===== src/rtl/ps2_pkg.sv =====
// Shared types and constants for the PS/2 keyboard receive path.
package ps2_pkg;

  typedef enum logic [1:0] {
    ST_IDLE,
    ST_DATA,
    ST_PARITY,
    ST_STOP
  } frame_state_e;

  localparam logic [7:0] PS2_EXT    = 8'hE0;
  localparam logic [7:0] PS2_BRK    = 8'hF0;
  localparam logic [7:0] PS2_LSHIFT = 8'h12;
  localparam logic [7:0] PS2_RSHIFT = 8'h59;

  typedef struct packed {
    logic [7:0] code;
    logic       ext;
    logic       brk;
    logic       shift;
  } ps2_evt_t;

endpackage


===== src/rtl/ps2_frame_rx.sv =====
// PS/2 pin synchroniser, falling-edge detect and 11-bit frame checker with
// mid-frame timeout. Emits one registered byte_valid or frame_err pulse per frame.
module ps2_frame_rx
  import ps2_pkg::*;
#(
  parameter int SYNC_STAGES    = 2,
  parameter int TIMEOUT_CYCLES = 50000
) (
  input  logic       clk,
  input  logic       rst_n,
  input  logic       ps2_clk,
  input  logic       ps2_dat,
  output logic [7:0] rx_byte,
  output logic       byte_valid,
  output logic       frame_err
);

  localparam int TMO_W = $clog2(TIMEOUT_CYCLES + 1);

  logic [SYNC_STAGES-1:0] clk_sync_q, dat_sync_q;
  logic                   clk_prev_q;
  logic                   clk_s, dat_s, fall;

  frame_state_e state_q;
  logic [2:0]   bit_idx_q;
  logic [7:0]   shift_q;
  logic         parity_ok_q;
  logic [TMO_W-1:0] tmo_q;
  logic         byte_valid_q, frame_err_q;

  assign clk_s = clk_sync_q[SYNC_STAGES-1];
  assign dat_s = dat_sync_q[SYNC_STAGES-1];
  assign fall  = clk_prev_q & ~clk_s;

  // Idle PS/2 lines are high, so the chain resets high to avoid a false edge.
  always_ff @(posedge clk or negedge rst_n) begin
    if (!rst_n) begin
      clk_sync_q <= '1;
      dat_sync_q <= '1;
      clk_prev_q <= 1'b1;
    end else begin
      // NOTE: non-blocking assignments let every stage sample the previous
      // stage's old value, which is what makes this a shift chain.
      clk_sync_q <= {clk_sync_q[SYNC_STAGES-2:0], ps2_clk};
      dat_sync_q <= {dat_sync_q[SYNC_STAGES-2:0], ps2_dat};
      clk_prev_q <= clk_s;
    end
  end

  always_ff @(posedge clk or negedge rst_n) begin
    if (!rst_n) begin
      state_q      <= ST_IDLE;
      bit_idx_q    <= '0;
      shift_q      <= '0;
      parity_ok_q  <= 1'b0;
      tmo_q        <= '0;
      byte_valid_q <= 1'b0;
      frame_err_q  <= 1'b0;
    end else begin
      byte_valid_q <= 1'b0;
      frame_err_q  <= 1'b0;
      if (state_q != ST_IDLE && !fall && tmo_q == TMO_W'(TIMEOUT_CYCLES - 1)) begin
        state_q     <= ST_IDLE;
        frame_err_q <= 1'b1;
        tmo_q       <= '0;
      end else begin
        tmo_q <= (fall || state_q == ST_IDLE) ? '0 : tmo_q + 1'b1;
        if (fall) begin
          unique case (state_q)
            ST_IDLE: if (!dat_s) begin
              state_q   <= ST_DATA;
              bit_idx_q <= '0;
            end
            ST_DATA: begin
              shift_q   <= {dat_s, shift_q[7:1]};
              bit_idx_q <= bit_idx_q + 3'd1;
              if (bit_idx_q == 3'd7) state_q <= ST_PARITY;
            end
            ST_PARITY: begin
              // Odd parity: data plus parity bit carry an odd number of ones.
              parity_ok_q <= ^{shift_q, dat_s};
              state_q     <= ST_STOP;
            end
            ST_STOP: begin
              if (dat_s && parity_ok_q) byte_valid_q <= 1'b1;
              else                      frame_err_q  <= 1'b1;
              state_q <= ST_IDLE;
            end
            default: state_q <= ST_IDLE;
          endcase
        end
      end
    end
  end

  assign rx_byte    = shift_q;
  assign byte_valid = byte_valid_q;
  assign frame_err  = frame_err_q;

endmodule


===== src/rtl/ps2_key_decoder.sv =====
// PS/2 keyboard receiver: folds E0/F0 prefixes into key events, tracks Shift,
// and buffers events in a show-ahead FIFO with a valid/ready handshake.
module ps2_key_decoder
  import ps2_pkg::*;
#(
  parameter int FIFO_DEPTH     = 8,
  parameter int SYNC_STAGES    = 2,
  parameter int TIMEOUT_CYCLES = 50000
) (
  input  logic                            CLOCK_50,
  input  logic                            Resetn,
  input  logic                            PS2_CLK,
  input  logic                            PS2_DAT,
  output logic                            evt_valid,
  input  logic                            evt_ready,
  output logic [7:0]                      evt_code,
  output logic                            evt_ext,
  output logic                            evt_break,
  output logic                            evt_shift,
  output logic                            frame_err,
  output logic                            overflow,
  output logic [$clog2(FIFO_DEPTH+1)-1:0] fifo_count
);

  localparam int CNT_W = $clog2(FIFO_DEPTH + 1);
  localparam int PTR_W = $clog2(FIFO_DEPTH);

  logic [7:0] rx_byte;
  logic       byte_valid;

  ps2_frame_rx #(
    .SYNC_STAGES   (SYNC_STAGES),
    .TIMEOUT_CYCLES(TIMEOUT_CYCLES)
  ) u_rx (
    .clk       (CLOCK_50),
    .rst_n     (Resetn),
    .ps2_clk   (PS2_CLK),
    .ps2_dat   (PS2_DAT),
    .rx_byte   (rx_byte),
    .byte_valid(byte_valid),
    .frame_err (frame_err)
  );

  logic ext_q, ext_d, brk_q, brk_d;
  logic lshift_q, lshift_d, rshift_q, rshift_d;
  logic push_req;
  ps2_evt_t new_evt;

  always_comb begin
    // NOTE: every signal gets a default before the branches so no path
    // leaves it unassigned, which would otherwise infer a latch.
    ext_d    = ext_q;
    brk_d    = brk_q;
    lshift_d = lshift_q;
    rshift_d = rshift_q;
    push_req = 1'b0;
    new_evt  = '0;
    if (frame_err) begin
      ext_d = 1'b0;
      brk_d = 1'b0;
    end else if (byte_valid) begin
      if (rx_byte == PS2_EXT) begin
        ext_d = 1'b1;
      end else if (rx_byte == PS2_BRK) begin
        brk_d = 1'b1;
      end else begin
        if (!ext_q && rx_byte == PS2_LSHIFT) lshift_d = ~brk_q;
        if (!ext_q && rx_byte == PS2_RSHIFT) rshift_d = ~brk_q;
        push_req = 1'b1;
        new_evt  = '{code: rx_byte, ext: ext_q, brk: brk_q, shift: lshift_d | rshift_d};
        ext_d    = 1'b0;
        brk_d    = 1'b0;
      end
    end
  end

  ps2_evt_t         mem_q [FIFO_DEPTH];
  logic [PTR_W-1:0] wr_ptr_q, wr_ptr_d, rd_ptr_q, rd_ptr_d;
  logic [CNT_W-1:0] count_q, count_d;
  logic             overflow_q, overflow_d;
  logic             full, pop, push_ok;

  always_comb begin
    full       = (count_q == CNT_W'(FIFO_DEPTH));
    pop        = (count_q != '0) && evt_ready;
    push_ok    = push_req && (!full || pop);
    overflow_d = overflow_q | (push_req & full & ~pop);
    wr_ptr_d   = push_ok ? wr_ptr_q + 1'b1 : wr_ptr_q;
    rd_ptr_d   = pop ? rd_ptr_q + 1'b1 : rd_ptr_q;
    count_d    = count_q;
    if (push_ok && !pop)      count_d = count_q + 1'b1;
    else if (!push_ok && pop) count_d = count_q - 1'b1;
  end

  always_ff @(posedge CLOCK_50 or negedge Resetn) begin
    if (!Resetn) begin
      ext_q      <= 1'b0;
      brk_q      <= 1'b0;
      lshift_q   <= 1'b0;
      rshift_q   <= 1'b0;
      wr_ptr_q   <= '0;
      rd_ptr_q   <= '0;
      count_q    <= '0;
      overflow_q <= 1'b0;
    end else begin
      ext_q      <= ext_d;
      brk_q      <= brk_d;
      lshift_q   <= lshift_d;
      rshift_q   <= rshift_d;
      wr_ptr_q   <= wr_ptr_d;
      rd_ptr_q   <= rd_ptr_d;
      count_q    <= count_d;
      overflow_q <= overflow_d;
    end
  end

  // NOTE: the storage array is not reset; the count gates the head to zero
  // while empty, so stale contents are never visible.
  always_ff @(posedge CLOCK_50) begin
    if (push_ok) mem_q[wr_ptr_q] <= new_evt;
  end

  ps2_evt_t head;
  always_comb head = (count_q != '0) ? mem_q[rd_ptr_q] : '0;

  assign evt_valid  = (count_q != '0);
  assign evt_code   = head.code;
  assign evt_ext    = head.ext;
  assign evt_break  = head.brk;
  assign evt_shift  = head.shift;
  assign overflow   = overflow_q;
  assign fifo_count = count_q;

endmodule

===== config.mk =====
export PLATFORM = sky130hd
export DESIGN_NAME = ps2_key_decoder
export DESIGN_NICKNAME = d
export VERILOG_FILES = /design/src/rtl/ps2_pkg.sv /design/src/rtl/ps2_frame_rx.sv /design/src/rtl/ps2_key_decoder.sv
export SDC_FILE = /design/constraint.sdc
export NUM_CORES = 1
export LEC_CHECK = 0
export ABC_AREA = 1
export CAP_MARGIN = 20
export CORE_ASPECT_RATIO = 0.8
export CORE_MARGIN = 3
export CORE_UTILIZATION = 55
export CTS_CLUSTER_SIZE = 28
export DETAILED_ROUTE_END_ITERATION = 12
export MAX_ROUTING_LAYER = met4
export PLACE_DENSITY = 0.84
export SETUP_SLACK_MARGIN = 0.02
export SLEW_MARGIN = 20
export SYNTH_ARGS = -nofsm -noshare
export SYNTH_HDL_FRONTEND = slang
export SYNTH_SLANG_ARGS = --single-unit

===== constraint.sdc =====
create_clock -name CLOCK_50 -period 2.4 [get_ports CLOCK_50]
set_input_delay 0.48 -clock CLOCK_50 [delete_from_list [all_inputs] [get_ports CLOCK_50]]
set_output_delay 0.48 -clock CLOCK_50 [all_outputs]
set_load 0.02 [all_outputs]

Word-level counts from Yosys, hierarchy flattened
Memory sizes are Yosys's and may differ from the RTL's. Index checks and enable logic that the tools add are counted.

Register bits after elaboration: 52. Logic and storage cells: 131. Output and inout bits: 18. Memories kept: 1. Input port bits: 5. RAM bits: 88.

Mux-type cells: 48. Bitwise gates (word level): 12. Add/subtract/negate cells: 6. Reductions and logical operators: 31. Eq/ne operators: 15.

Memory list: mem_q (words 8, width 11, read ports 1, clocked after memory_dff 0, write ports 1, RTL line ps2_key_decoder.sv:77) `ps2_evt_t mem_q [FIFO_DEPTH];`.

Operators by type and width (number): 2-to-1 mux 11 bit (5); 2-to-1 mux 1 bit (32); 2-to-1 mux 16 bit (2); adder 16 x 1 -> 16 bit (second input constant) (1); equality test 16 bit (second input constant) (1); equality test 8 bit (second input constant) (2); nonzero test 2 bit (5); adder 3 x 1 -> 3 bit (second input constant) (3); logical AND 1 bit (9); AND reduction 3 bit (3); parity 9 bit (1); equality test 8 x 5 -> 1 bit (second input constant) (1); equality test 8 x 7 -> 1 bit (second input constant) (1); 2-to-1 mux 2 bit (4); 2-to-1 mux 4 bit (2); one-hot mux 2 bit (4 select lines) (1); AND reduction 4 bit (2); inverter 1 bit (7); one-hot mux 3 bit (2 select lines) (1); logical NOT 1 bit (5); adder 4 x 1 -> 4 bit (second input constant) (1); equality test 2 bit (second input constant) (2); equality test 4 bit (second input constant) (1); AND reduction 2 bit (2); 14 further kinds (18).

Depth between registers and ports, before layout
Depth in word-level cells: 12. Mapped depth: 14. Mapped depth without buffers: 14.

Hierarchy
From an unflattened synthesis, not the netlist that was laid out.

Cells, all modules: 658. Area, all modules: 6607.6 um^2.

By module, submodules not included: ps2_key_decoder (seq. area each 3017.9 um^2, cells each 417, instances 1, area an instance 4591.9 um^2); ps2_frame_rx (seq. area each 932.1 um^2, cells each 241, instances 1, area an instance 2015.7 um^2).

Worst setup path before layout
No wires, ideal clock.

Path kind: register -> register. Start: reg count_q[0], in the netlist fifo_count[0]. End: reg count_q[3], in the netlist fifo_count[3]. Path buffers: 0. Setup slack: 0.048 ns. Library setup time: 0.131 ns. Arrival time: 2.221 ns. Data required time: 2.269 ns. Stages on the path, launching flop included: 13. Clock period less this slack: 2.352 ns. Path through: dfrtp_1 > nor2_1 > nand2_1 > nor3_1 > nor2_4 > ha_1 > inv_1 > ha_1 > a21oi_1 > nand2_1 > a21oi_1 > o21ai_0 > xor2_1.

Cells in the longest elaborated chain, start to end: 7. Elaborated cells between the ends (all ways): 15. Those cells by class: add/sub: 2; eq/ne: 1; mux: 2; reduce/logical: 10.

RTL lines: start, declared (RTL line ps2_key_decoder.sv:79) `logic [CNT_W-1:0] count_q, count_d;`; start signal, assigned (RTL line ps2_key_decoder.sv:112) `count_q <= count_d;`; equality test 4 bit or nonzero test 4 bit (tied branches) (RTL line ps2_key_decoder.sv:84, ps2_key_decoder.sv:85); logical NOT 1 bit or logical AND 1 bit (tied branches) (RTL line ps2_key_decoder.sv:86, ps2_key_decoder.sv:85); logical OR 1 bit * (RTL line ps2_key_decoder.sv:86) `push_ok = push_req && (!full || pop);`; logical AND 1 bit * (RTL line ps2_key_decoder.sv:86); via push_ok (RTL line ps2_key_decoder.sv:81) `logic full, pop, push_ok;`; logical NOT 1 bit (RTL line ps2_key_decoder.sv:92) `else if (!push_ok && pop) count_d = count_q - 1'b1;`; logical AND 1 bit (RTL line ps2_key_decoder.sv:92); nonzero test 2 bit (no line).

The timed path passes the listed nets; every way through them passes the cells marked *. The select of a mux whose other input is x is not followed. A chain may end at the register's enable or synchronous reset.

Final worst setup path
Start: reg rd_ptr_q[0]. End: out evt_shift.

Cells in the longest elaborated chain, start to end: 2.

RTL lines: start, declared (RTL line ps2_key_decoder.sv:78) `logic [PTR_W-1:0] wr_ptr_q, wr_ptr_d, rd_ptr_q, rd_ptr_d;`; start signal, assigned (RTL line ps2_key_decoder.sv:111) `rd_ptr_q <= rd_ptr_d;`; memory (8 x 11 bit); 2-to-1 mux 11 bit (RTL line ps2_key_decoder.sv:124) `always_comb head = (count_q != '0) ? mem_q[rd_ptr_q] : '0;`; end, declared (RTL line ps2_key_decoder.sv:19) `output logic evt_shift,`.

Every way passes these cells.

==> metrics.csv <==
stage;metric;value;unit
timing;f_max;407;MHz
global_routing;largest net degree at the start of global routing;35;
clock_network;cts hold-fix bufs;0;
finish;Multi-input gate area;0.00226;mm²
finish;area delta synth->final;25.6;%
clock_network;Worst-Skew Late Latency;0.42;ns
power_and_ir_drop;P_leak;3.23;nW
placed_design;placed cell count;813;
clock_network;H-tree levels;4;
finish;ant diodes;0;
yosys;cell count after synthesis;638;
global_routing;initial antenna violation count;0;
route;via count;5109;
timing;Final setup viols;5;
yosys;Seq/Total Area, Yosys;0.620;
finish;most common cell after layout, fill and taps aside;nor2_1;
placed_design;port buffer count;22;
worst_setup_path;Reg-to-Reg Start;u_rx.rx_byte[2];
run;max-cap violation count;0;
worst_setup_path;worst setup path startpoint;rd_ptr_q[0];
route;Residual DRC;0;
worst_setup_path;CP max stage delay;0.46;ns
yosys;synth warn;0;
route;1st-pass router iterations;5;
power_and_ir_drop;Peak VDD IR;705;µV
die;# rows;34;
power_and_ir_drop;Power Density;1190;mW/mm²
worst_setup_path;crit-path most repeated cell;o21ai_1;
worst_setup_path;FF-to-FF setup slack;0.14;ns
clock_network;CTS Root Cell;clkbuf_16;
timing;Final period util;1.02;
route;mean routed wirelength per cell;19.0;µm
die;die area;0.0129;mm²
global_routing;GRT overflow;0;
finish;share of cells above drive strength 1;0.200;
worst_setup_path;worst reg2reg path depth;11;
clock_network;Sink Count;140;
timing;unrepaired setup endpoints after global routing;true;
clock_network;CTS tree;yes;
die;Die Span X;126;µm
timing;setup TNS;-0.122;ns
timing;hold slack;0.0453;ns
outcome;status;finished, violations left;
worst_setup_path;Arr. time, crit path;1.98;ns
worst_setup_path;crit path cell chain;buf_6 -> buf_12 -> o21ai_0 -> o21ai_1 -> o21ai_1 -> nor2_1 -> buf_4;
finish;Finished Core Util;0.720;
worst_hold_path;worst min path class;input pin to async pin;
global_routing;All-Layer GR Usage;0.246;
worst_setup_path;kind of critical path;register to output pin;
timing;Period minus WS final;2.46;ns
placed_design;Place WS;-0.213;ns
route;routed wire length;16.4;mm
timing;final worst slack;-0.0573;ns
route;drt via density;5.92;
yosys;Yosys cell types;35;
worst_setup_path;CP max FO;5;
timing;clk_skew;0.0135;ns
clock_network;CTS max path bufs;2;
yosys;post-synthesis cell area;0.00637;mm²
finish;most frequent cells in the layout;134 x nor2_1, 100 x nand2_1, 88 x edfxtp_1;
worst_setup_path;CP endpoint;evt_shift;
die;io pins;23;
finish;layout net count;724;
timing;worst slew pin tran;0.630;ns
finish;register area;0.00395;mm²
outcome;failing checks;setup timing;
worst_setup_path;slowest cell on the critical path;dfrtp_2;
yosys;syn_area_per_cell;9.98;µm²
die;effective utilization at floorplan;0.574;
timing;final hold vios;0;
yosys;synthesis-stage register bit count;140;
finish;non-filler cells in the finished layout;863;
worst_setup_path;startpoint types;register;
route;initial drt markers;696;
worst_setup_path;CP Capture Type;output pin;
die;die height;102;µm
timing;max_slew headroom;0.578;
finish;Filler cells;668;
global_routing;vias in the first global route;4905;
yosys;Syn Nets;656;
worst_setup_path;CP required;1.92;ns
global_routing;first-pass GRT wire length;23.9;mm
placed_design;GP Congestion;0.951;
die;Core Area;0.0111;mm²
clock_network;CTS Buf Count;17;
timing;max-slew violation count;0;
clock_network;clock transition at the registers of the reported paths;0.07;ns
route;antenna viol nets, final;0;
placed_design;post-DP HPWL;8.97;mm
worst_setup_path;FF-to-FF End;fifo_count[1];
-- cells in the mapped netlist, drive strengths merged --
cell type,count,area [µm²]
edfxtp,88,2640
o21ai,77,393
o32ai,11,96.3
xor2,9,78.8
mux2,1,11.3
xnor2,4,35.0
inv,59,221
nand2,105,407
a21o,1,7.51
nand4,6,37.5
ha,12,150
buf,11,63.8
a21oi,3,15.0
nand3,25,155
fa,1,20.0
clkbuf,7,26.3
nor2,145,564
dfrtp,47,1180
o211ai,1,7.51
or2,1,6.26
dfstp,5,131
nor3b,4,30.0
nor3,14,85.1
nand3b,1,7.51
-- final cells by class --
| cell class | count | share of cell area |
|---|---|---|
| Sequential cell | 140 | 0.494 |
| Timing Repair Buffer | 67 | 0.0957 |
| Clock buffer | 18 | 0.0537 |
| Inverter | 59 | 0.0283 |
| Clock inverter | 14 | 0.0230 |
| Multi-Input combinational cell | 421 | 0.283 |
| Tap cell | 144 | 0.0225 |
-- worst min-delay path by stage --
stage / startpoint / end / slack (ns) / cells past startpoint
after floorplan: Resetn / brk_q / 0.18 / 0
after global placement: u_rx.dat_sync_q[0] / u_rx.dat_sync_q[1] / 0.35 / 0
after detailed placement: u_rx.clk_sync_q[0] / u_rx.clk_sync_q[1] / 0.35 / 0
after CTS: Resetn / u_rx.tmo_q[13] / 0.06 / 1
after global routing: Resetn / u_rx.tmo_q[13] / 0.09 / 1
final: Resetn / u_rx.tmo_q[13] / 0.05 / 1
-- per-stage QoR --
stage	total power, mW	instance area, µm²
after global placement	5.81	7000
after CTS	8.65	7610
final	9.50	8000
after detailed placement	5.96	7000
after floorplan	4.79	6370
after global routing	9.94	8000
-- sequential cells by signal, summed over array words and instances, names as in the netlist, 2 cells and up --
signal           count
fifo_count           4
u_rx.dat_sync_q      2
wr_ptr_q             3
u_rx.clk_sync_q      2
u_rx.state_q         2
mem_q               88
u_rx.rx_byte         8
u_rx.tmo_q          16
u_rx.bit_idx_q       3
rd_ptr_q             3
-- per-layer routing --
layer  routed length (µm)  global-route usage
met2                 8310               0.402
met3                 1500              0.0538
met1                 6150               0.293
met5                    0                   -
met4                  413               0.123
-- where the power goes --
part,internal (mW),total (mW),switching [mW]
clock,1.66,2.73,1.07
sequential,2.74,2.95,0.215
combinational,1.61,3.81,2.20
total,6.01,9.50,3.49
-- timing repair --
action / in CTS / in global routing
setup buffers: 0 / 13
resized for setup: 49 / 95
cloned: 0 / 5
pin swaps: 0 / 34
endpoints found under the setup margin: 11 / 13
endpoints found under the hold margin: 0 / 0
-- kinds of logic (layout without fill, tap and decap cells) --
kind of cell	count (synthesis)	after routing	share of synthesized area
multiplexers	1	1	0.00177
XOR/XNOR	13	13	0.0179
adder cells (fa/ha/maj)	13	13	0.0267
AND/OR/NAND/NOR	301	301	0.203
AO/OA/AOI/OAI	93	93	0.0815
flip-flops	140	140	0.620
buffers and inverters	77	158	0.0489
-- worst max-delay path, delay by kind of cell (launching register included) --
kind	cells	cell delay, ns
AOI/OAI and AO/OA	3	0.56
DFF	1	0.46
buffers and inverters	3	0.44
and+or+nand+nor	1	0.09
(Power assumes the default switching activity.)
